<file path="config.mk">
export PLATFORM = sky130hd
export DESIGN_NAME = special_result_pipe
export DESIGN_NICKNAME = d
export VERILOG_FILES = /design/src/rtl/divider_special_pkg.sv /design/src/rtl/special_case_classifier.sv /design/src/rtl/special_result_pipe.sv
export SDC_FILE = /design/constraint.sdc
export NUM_CORES = 1
export LEC_CHECK = 0
export CAP_MARGIN = 20
export CORE_UTILIZATION = 30
export DETAILED_ROUTE_END_ITERATION = 10
export HOLD_SLACK_MARGIN = 0.05
export SKIP_CTS_REPAIR_TIMING = 1
export SYNTH_ARGS = -nofsm -noshare
export SYNTH_HDL_FRONTEND = slang
export SYNTH_SLANG_ARGS = --single-unit
</file>
<file path="constraint.sdc">
create_clock -name clk -period 5.65 [get_ports clk]
set_input_delay 1.13 -clock clk [delete_from_list [all_inputs] [get_ports clk]]
set_output_delay 1.13 -clock clk [all_outputs]
set_load 0.03 [all_outputs]
</file>
<file path="src/rtl/divider_special_pkg.sv">
// Shared types and magnitude constants for the divider special-case path.
package divider_special_pkg;

   // Widest E+M supported by the magnitude constant functions.
   localparam int MAG_MAX_W = 128;

   // Class of a single operand, decided from its magnitude only.
   typedef enum logic [1:0] {
      NONE,
      INF,
      ZERO,
      ONE
   } op_class_e;

   // Sign-independent kind of the resolved result for an operand pair.
   typedef enum logic [2:0] {
      RK_NONE,
      RK_INVALID,
      RK_DIV0,
      RK_INF,
      RK_ZERO,
      RK_PASS_X
   } result_kind_e;

   // All ones in the low e+m bits: the infinity magnitude.
   function automatic logic [MAG_MAX_W-1:0] inf_mag(input int e, input int m);
      logic [MAG_MAX_W-1:0] r;
      r = '0;
      for (int i = 0; i < MAG_MAX_W; i++) begin
         if (i < e + m) r[i] = 1'b1;
      end
      return r;
   endfunction

   // All zeros in the low e+m bits: the zero magnitude.
   function automatic logic [MAG_MAX_W-1:0] zero_mag(input int e, input int m);
      logic [MAG_MAX_W-1:0] r;
      r = inf_mag(e, m);
      for (int i = 0; i < MAG_MAX_W; i++) begin
         if (i < e + m) r[i] = 1'b0;
      end
      return r;
   endfunction

   // Exponent {1,0..0} with zero mantissa: the magnitude of one.
   function automatic logic [MAG_MAX_W-1:0] one_mag(input int e, input int m);
      logic [MAG_MAX_W-1:0] r;
      r = '0;
      r[e + m - 1] = 1'b1;
      return r;
   endfunction

endpackage

</file>
<file path="src/rtl/special_case_classifier.sv">
// Combinational operand classifier: splits an operand into sign and class.
module special_case_classifier
   import divider_special_pkg::*;
#(
   parameter int M = 23,
   parameter int E = 8
) (
   input  logic [E+M:0] op_i,
   output op_class_e    cls_o,
   output logic         sign_o
);

   localparam logic [MAG_MAX_W-1:0] INF_FULL  = inf_mag(E, M);
   localparam logic [MAG_MAX_W-1:0] ZERO_FULL = zero_mag(E, M);
   localparam logic [MAG_MAX_W-1:0] ONE_FULL  = one_mag(E, M);
   localparam logic [E+M-1:0]       INF_MAG   = INF_FULL[E+M-1:0];
   localparam logic [E+M-1:0]       ZERO_MAG  = ZERO_FULL[E+M-1:0];
   localparam logic [E+M-1:0]       ONE_MAG   = ONE_FULL[E+M-1:0];

   logic [E+M-1:0] mag;

   assign mag    = op_i[E+M-1:0];
   assign sign_o = op_i[E+M];

   // Class is decided purely from the magnitude bits.
   always_comb begin
      cls_o = NONE;
      if (mag == INF_MAG)       cls_o = INF;
      else if (mag == ZERO_MAG) cls_o = ZERO;
      else if (mag == ONE_MAG)  cls_o = ONE;
   end

endmodule

</file>
<file path="src/rtl/special_result_pipe.sv">
// Special-case resolver for the HUB divider, delayed to match the core latency.
module special_result_pipe
   import divider_special_pkg::*;
#(
   parameter int M     = 23,
   parameter int E     = 8,
   parameter int LAT   = 4,
   parameter int CNT_W = 16
) (
   input  logic             clk,
   input  logic             rst,
   input  logic             in_valid,
   output logic             in_ready,
   input  logic [E+M:0]     X,
   input  logic [E+M:0]     Y,
   output logic             out_valid,
   input  logic             out_ready,
   output logic [E+M:0]     special_result,
   output logic             is_special,
   output logic             flag_invalid,
   output logic             flag_div0,
   input  logic             cnt_clr,
   output logic [CNT_W-1:0] special_cnt
);

   localparam int W = E + M + 1;
   localparam logic [MAG_MAX_W-1:0] INF_FULL  = inf_mag(E, M);
   localparam logic [MAG_MAX_W-1:0] ZERO_FULL = zero_mag(E, M);
   localparam logic [E+M-1:0]       INF_MAG   = INF_FULL[E+M-1:0];
   localparam logic [E+M-1:0]       ZERO_MAG  = ZERO_FULL[E+M-1:0];

   op_class_e       x_cls, y_cls;
   logic            x_sgn, y_sgn, s;
   result_kind_e    kind;
   logic            advance, accept;
   logic [W-1:0]    res_d;
   logic            sp_d, inv_d, dz_d;
   logic [LAT-1:0]  vld_q, sp_q, inv_q, dz_q;
   logic [W-1:0]    res_q [LAT];
   logic [CNT_W-1:0] cnt_d, cnt_q;

   special_case_classifier #(.M(M), .E(E)) u_cls_x (
      .op_i   (X),
      .cls_o  (x_cls),
      .sign_o (x_sgn)
   );

   special_case_classifier #(.M(M), .E(E)) u_cls_y (
      .op_i   (Y),
      .cls_o  (y_cls),
      .sign_o (y_sgn)
   );

   assign s        = x_sgn ^ y_sgn;
   assign advance  = !vld_q[LAT-1] || out_ready;
   assign in_ready = advance;
   assign accept   = in_valid && advance;

   // Priority resolution of the operand-class pair; first match wins.
   always_comb begin
      kind = RK_NONE;
      if ((x_cls == ZERO && y_cls == ZERO) || (x_cls == INF && y_cls == INF)) kind = RK_INVALID;
      else if (y_cls == ZERO) kind = RK_DIV0;
      else if (x_cls == ZERO) kind = RK_ZERO;
      else if (y_cls == INF)  kind = RK_ZERO;
      else if (x_cls == INF)  kind = RK_INF;
      else if (y_cls == ONE)  kind = RK_PASS_X;
   end

   // Map the result kind onto the signed result word and flags.
   always_comb begin
      res_d = '0;
      sp_d  = 1'b1;
      inv_d = 1'b0;
      dz_d  = 1'b0;
      case (kind)
         RK_INVALID: begin res_d = {1'b1, INF_MAG}; inv_d = 1'b1; end
         RK_DIV0:    begin res_d = {s, INF_MAG};    dz_d  = 1'b1; end
         RK_INF:     res_d = {s, INF_MAG};
         RK_ZERO:    res_d = {s, ZERO_MAG};
         RK_PASS_X:  res_d = {s, X[E+M-1:0]};
         default:    sp_d  = 1'b0;
      endcase
   end

   // Stage valid bits: shift on advance, an idle input becomes an empty slot.
   always_ff @(posedge clk) begin
      if (rst) begin
         vld_q <= '0;
      end else if (advance) begin
         vld_q[0] <= in_valid;
         for (int i = 1; i < LAT; i++) vld_q[i] <= vld_q[i-1];
      end
   end

   // Stage payload: shifts with the valid bits, meaningless in empty slots.
   always_ff @(posedge clk) begin
      if (advance) begin
         res_q[0] <= res_d;
         sp_q[0]  <= sp_d;
         inv_q[0] <= inv_d;
         dz_q[0]  <= dz_d;
         for (int i = 1; i < LAT; i++) begin
            res_q[i] <= res_q[i-1];
            sp_q[i]  <= sp_q[i-1];
            inv_q[i] <= inv_q[i-1];
            dz_q[i]  <= dz_q[i-1];
         end
      end
   end

   // Output fields read zero whenever the last stage holds no pair.
   assign out_valid      = vld_q[LAT-1];
   assign special_result = vld_q[LAT-1] ? res_q[LAT-1] : '0;
   assign is_special     = vld_q[LAT-1] & sp_q[LAT-1];
   assign flag_invalid   = vld_q[LAT-1] & inv_q[LAT-1];
   assign flag_div0      = vld_q[LAT-1] & dz_q[LAT-1];

   // Saturating special-pair counter; clear beats a same-cycle increment.
   always_comb begin
      cnt_d = cnt_q;
      if (cnt_clr)                                cnt_d = '0;
      else if (accept && sp_d && (cnt_q != '1)) cnt_d = cnt_q + 1'b1;
   end

   // Counter register.
   always_ff @(posedge clk) begin
      if (rst) cnt_q <= '0;
      else     cnt_q <= cnt_d;
   end

   assign special_cnt = cnt_q;

endmodule

</file>
Word level (Yosys, flattened, before mapping). Memories as Yosys holds them, arrays and structs flattened. Index checks and enable logic that the tools add are counted.

Input port bits: 69. Memories kept: 1. Register bits after elaboration: 32. Output and inout port bits: 53. RAM bits: 128.

Memory list: res_q (depth 4, bits a word 32, rd ports 4, clocked after Yosys merged registers in 0, wr ports 4, RTL line special_result_pipe.sv:39) `logic [W-1:0] res_q [LAT];`.

Bitwise gates (word level): 4. Muxes and demuxes: 19. Reduce and logical (&&, ||, !) cells: 13. Eq/ne operators: 15. Add/subtract/negate cells: 1.

Operator list (count): 32-bit one-hot mux with 4 select lines (1); 31-bit == test, second input constant (4); 31-bit logical NOT (2); 32-bit 2-to-1 mux (1); 3-bit 2-to-1 mux (6); 16-bit by 1-bit adder with 16-bit output, second input constant (1); 16-bit inequality test, second input constant (1); 2-bit 2-to-1 mux (6); 2-bit == test, second input constant (3); 3-bit by 2-bit == test with 1-bit output, second input constant (2); 3-bit == test, second input constant (2); 1-bit logical AND (5); 1-bit 2-to-1 mux (5); 5-bit OR reduction (1); 2-bit by 1-bit == test with 1-bit output, second input constant (2); 2-bit OR reduction (2); 1-bit AND (3); 3-bit by 1-bit == test with 1-bit output, second input constant (1); 1-bit logical OR (2); 1-bit logical NOT (1); 1-bit XOR (1).

Logic depth before layout (Yosys ltp).
Depth in word-level cells: 16. Mapped depth: 8.

Modules after synthesis. Synthesis repeated with hierarchy kept, for this count alone.

Cell total of the unflattened synthesis: 398. Area, all modules: 6143.4 um^2.

By module, submodules not included: special_result_pipe (cells each 352, seq. area each 4604.4 um^2, instances 1, area an instance 5855.6 um^2); special_case_classifier (cells each 23, seq. area each 0.0 um^2, instances 2, area an instance 143.9 um^2).

Worst setup path after synthesis. Ideal clock, no wire load.

Kind: input -> register. From: in out_ready. To: reg cnt_q[11], in the netlist special_cnt[11]. Setup time: 116 ps. Arrival: 5526 ps. Cell stages on the path: 6. Path slack: 8 ps. Path buffers: 0. Cells stage by stage: nor2b_1 inv_1 nand2_1 nor4b_1 a31oi_1 a41o_1.

Cells in the longest elaborated chain, start to end: 4.

Ends and longest elaborated chain: start, declared (RTL line special_result_pipe.sv:17) `input logic out_ready,`; 1-bit logical OR (RTL line special_result_pipe.sv:55) `assign advance = !vld_q[LAT-1] || out_ready;`; net in_ready (RTL line special_result_pipe.sv:13) `output logic in_ready,`; 1-bit logical AND (RTL line special_result_pipe.sv:57) `assign accept = in_valid && advance;`; 1-bit logical AND (2 in a row) (RTL line special_result_pipe.sv:123) `else if (accept && sp_d && (cnt_q != '1)) cnt_d = cnt_q + 1'b1;`; end signal, assigned (RTL line special_result_pipe.sv:129) `else cnt_q <= cnt_d;`; end, declared (RTL line special_result_pipe.sv:40) `logic [CNT_W-1:0] cnt_d, cnt_q;`.

The timed path passes the listed nets, and every way through them passes these cells. A chain may end at the register's enable or synchronous reset.

Worst setup path after layout.
From: in out_ready. To: out in_ready.

Cells in the longest elaborated chain, start to end: 1.

Ends and longest elaborated chain (RTL line): 1-bit logical OR (special_result_pipe.sv:55); end, declared (special_result_pipe.sv:13).

Every way passes these cells.

==> run metrics <==
Ports=122; Nets=590; DP Wirelength=7986 microns; area leader, netlist=edfxtp_1; cells after synthesis=391; register clock-pin slew on the reported worst setup and hold paths=0.06 ns; RSZ-0062 raised after global routing=false; Rel. slew slack=0.3417; first-pass iteration count of the detailed router=4; Layout area overhead=34.78%; Crit Path Max Fanout=5; WL met1=4463 microns; Yosys top cell area share=0.6957; post-synthesis mux area share=0.004969; Skew-Pair Late Insertion Delay=0.41 ns; Post-Synth Simple-Gate Area=0.1460; initial antenna violation count=1; FP Rows=51; worst hold path type=reg2reg; CP Class=in2out; Max IR drop VDD=0.0002140 V; gr ovfl total=0; Longest Clk Path Bufs=2; Power Dens Cells=304.5 nW/um^2; crit path launch=out_ready; syn_nets=roughly 460; number of synthesized flops with an enable pin=140; final worst-path setup slack=between 1.5 and 2 ns; Fmax=roughly 270 MHz; WP data arrival=2.64 ns; Final Hold Fails=0; register area=4604 sq um; Via density=4.579; met2 WL=5506 microns; I/O Buffers=approximately 120; DR DRC count=0; Hold Path Origin=res_q[2][17]; CTS H-tree lvls=4; routed wire length per instance=13.94 microns; vias in the first global route=roughly 3500; first-pass GRT wire length=17160 microns; worst endpoint required time=4.52 ns; Slew Viols, Final=0; fin crit share=0.6671; Commonest cells post-synth=140 x edfxtp_1, 35 x and2_1, 31 x a21o_1, 23 x nand4_1, 20 x dfxtp_1; register bit total from synthesis=160; Final setup viols=0; CTS tree=yes; Synth Cell Area=approximately 6000 sq um; most frequent cell after synthesis=edfxtp_1; Pleak=0.003296 uW; Final min period=3.769 ns; Seq/Total Area, Yosys=0.7619; xor/xnor share of the synthesized area=0.001449; routability cong.=between 0.7 and 0.8; setup tns final=0 ns; Post-synth ARST share=0; Synth Area in Adders=0.002070; status=completed; Initial Util=0.3085; Max Used Layer=met4; Worst Max-Slew Pin Slew=roughly 0.97 ns; main combinational cell family by area after synthesis=simple AND/OR/NAND/NOR gates; core area=around 20000 sq um; die area=20720 sq um; fin util=0.4158; # diodes=0; worst r2r src=vld_q[3]; Post-Route WL=around 11000 microns; largest net degree at the start of global routing=80; fraction of layout cells with a size suffix above 1=0.07317; initial drt markers=233; remaining antenna violation count=0; DIE HEIGHT=143.9 microns; met3 wire length=886 microns; post-synth cell types=38; Die X=143.9 microns; Num CTS Buffers=17; CTS Sinks=160; Clock Skew=0.008247 ns; filler cell count=1806; crit end category=primary output; Synth Flop Type=edfxtp_1; Vias=3654; CTS root buffer=clkbuf_16; CP Launch Type=primary input; Global Route Usage Sum=0.1106; area of the multi-input gates=roughly 1400 sq um; YS warnings=0; dpl ws=1.733 ns; Compound-Gate Fraction of Synth Area=0.07288; max-cap viol count=0; ranking of synthesized cells by area=edfxtp_1 70%, dfxtp_1 6.6%, a21o_1 3.9%, and2_1 3.6%, nand4_1 2.4%; Syn Area/Cell=15.46 sq um
==> layout make-up <==
class,instances,area share
Multi-Input combinational cell,214,0.1707
Sequential cell,160,0.5653
Inverter,3,0.001997
Clock buffer,19,0.05315
Timing Repair Buffer,124,0.1515
Clock inverter,13,0.01674
Tap cell,265,0.04071
==> logic make-up (layout without fill, tap and decap cells) <==
group | Yosys count | after routing
adder cells (fa/ha/maj) | 1 | 1
XOR/XNOR | 1 | 1
buffers and inverters | 17 | 159
flip-flops | 160 | 160
AND/OR/NAND/NOR | 144 | 144
multiplexers | 3 | 3
AO/OA/AOI/OAI | 65 | 65
==> cells in the final DEF, fill, tap and decap left out, drive strengths merged <==
master and n:
nand3b 2, nand4 23, mux2i 3, nor2 10
or3 10, or4 5, and4 4, dfxtp 20
a41o 1, clkinv 7, o41a 1, o21ai 11
clkdlybuf4s50 121, ha 1, a22o 1, nand4b 1
nor2b 2, nor3 5, bufinv 2, edfxtp 140
and3 3, a21o 31, nand2 13, nor4 16
or2 2, nor3b 1, a21oi 14, xor2 1
clkbuf 19, and2 35, o41ai 2, inv 5
clkinvlp 2, buf 3, nand3 11, a31oi 2
nor4b 1, o31ai 2
==> final timing paths <==
path | end | slack [ns] | depth (start not counted)
max | in_ready | 1.88 | 4
min | res_q[3][17] | 0.41 | 0
max reg2reg | res_q[0][17] | 2.72 | 4
min reg2reg | res_q[3][17] | 0.41 | 0
==> critical path: stages <==
cell and delay, ns:
clkdlybuf4s50_1 0.40, nor2b_1 0.41, inv_6 0.08, clkdlybuf4s50_1 0.62
==> per-stage QoR <==
stage | total power (uW) | instance area [sq um] | hold slack [ns] | cells
4_1_cts | 2506 | 8134 | 0.4161 | 798
6_report | 2480 | 8145 | 0.4114 | 798
2_1_floorplan | 1361 | 6043 | 0.4003 | 391
5_1_grt | 2570 | 8145 | 0.4201 | 798
3_3_place_gp | 1426 | 7565 | 0.4012 | 766
3_5_place_dp | 1429 | 7565 | 0.4045 | 766
==> sequential cells by signal, summed over array words and instances (netlist names) <==
| register | flops |
|---|---|
| dz_q | 4 |
| vld_q | 4 |
| sp_q | 4 |
| res_q | 128 |
| special_cnt | 16 |
| inv_q | 4 |
==> layer usage <==
layer  global-route usage  vias up
li1                     -     1803
met1               0.1184     1699
met2               0.1846      132
met3              0.04465       20
met4              0.06271        0
met5                    0        -
==> power by group <==
group | switching (uW) | internal (uW) | leakage [uW]
clock network | 427 | 650 | 0.000273
logic | 33.5 | 49.5 | 0.00116
registers | 9.34 | 1310 | 0.00186
Power figures use the tool's default switching activity.
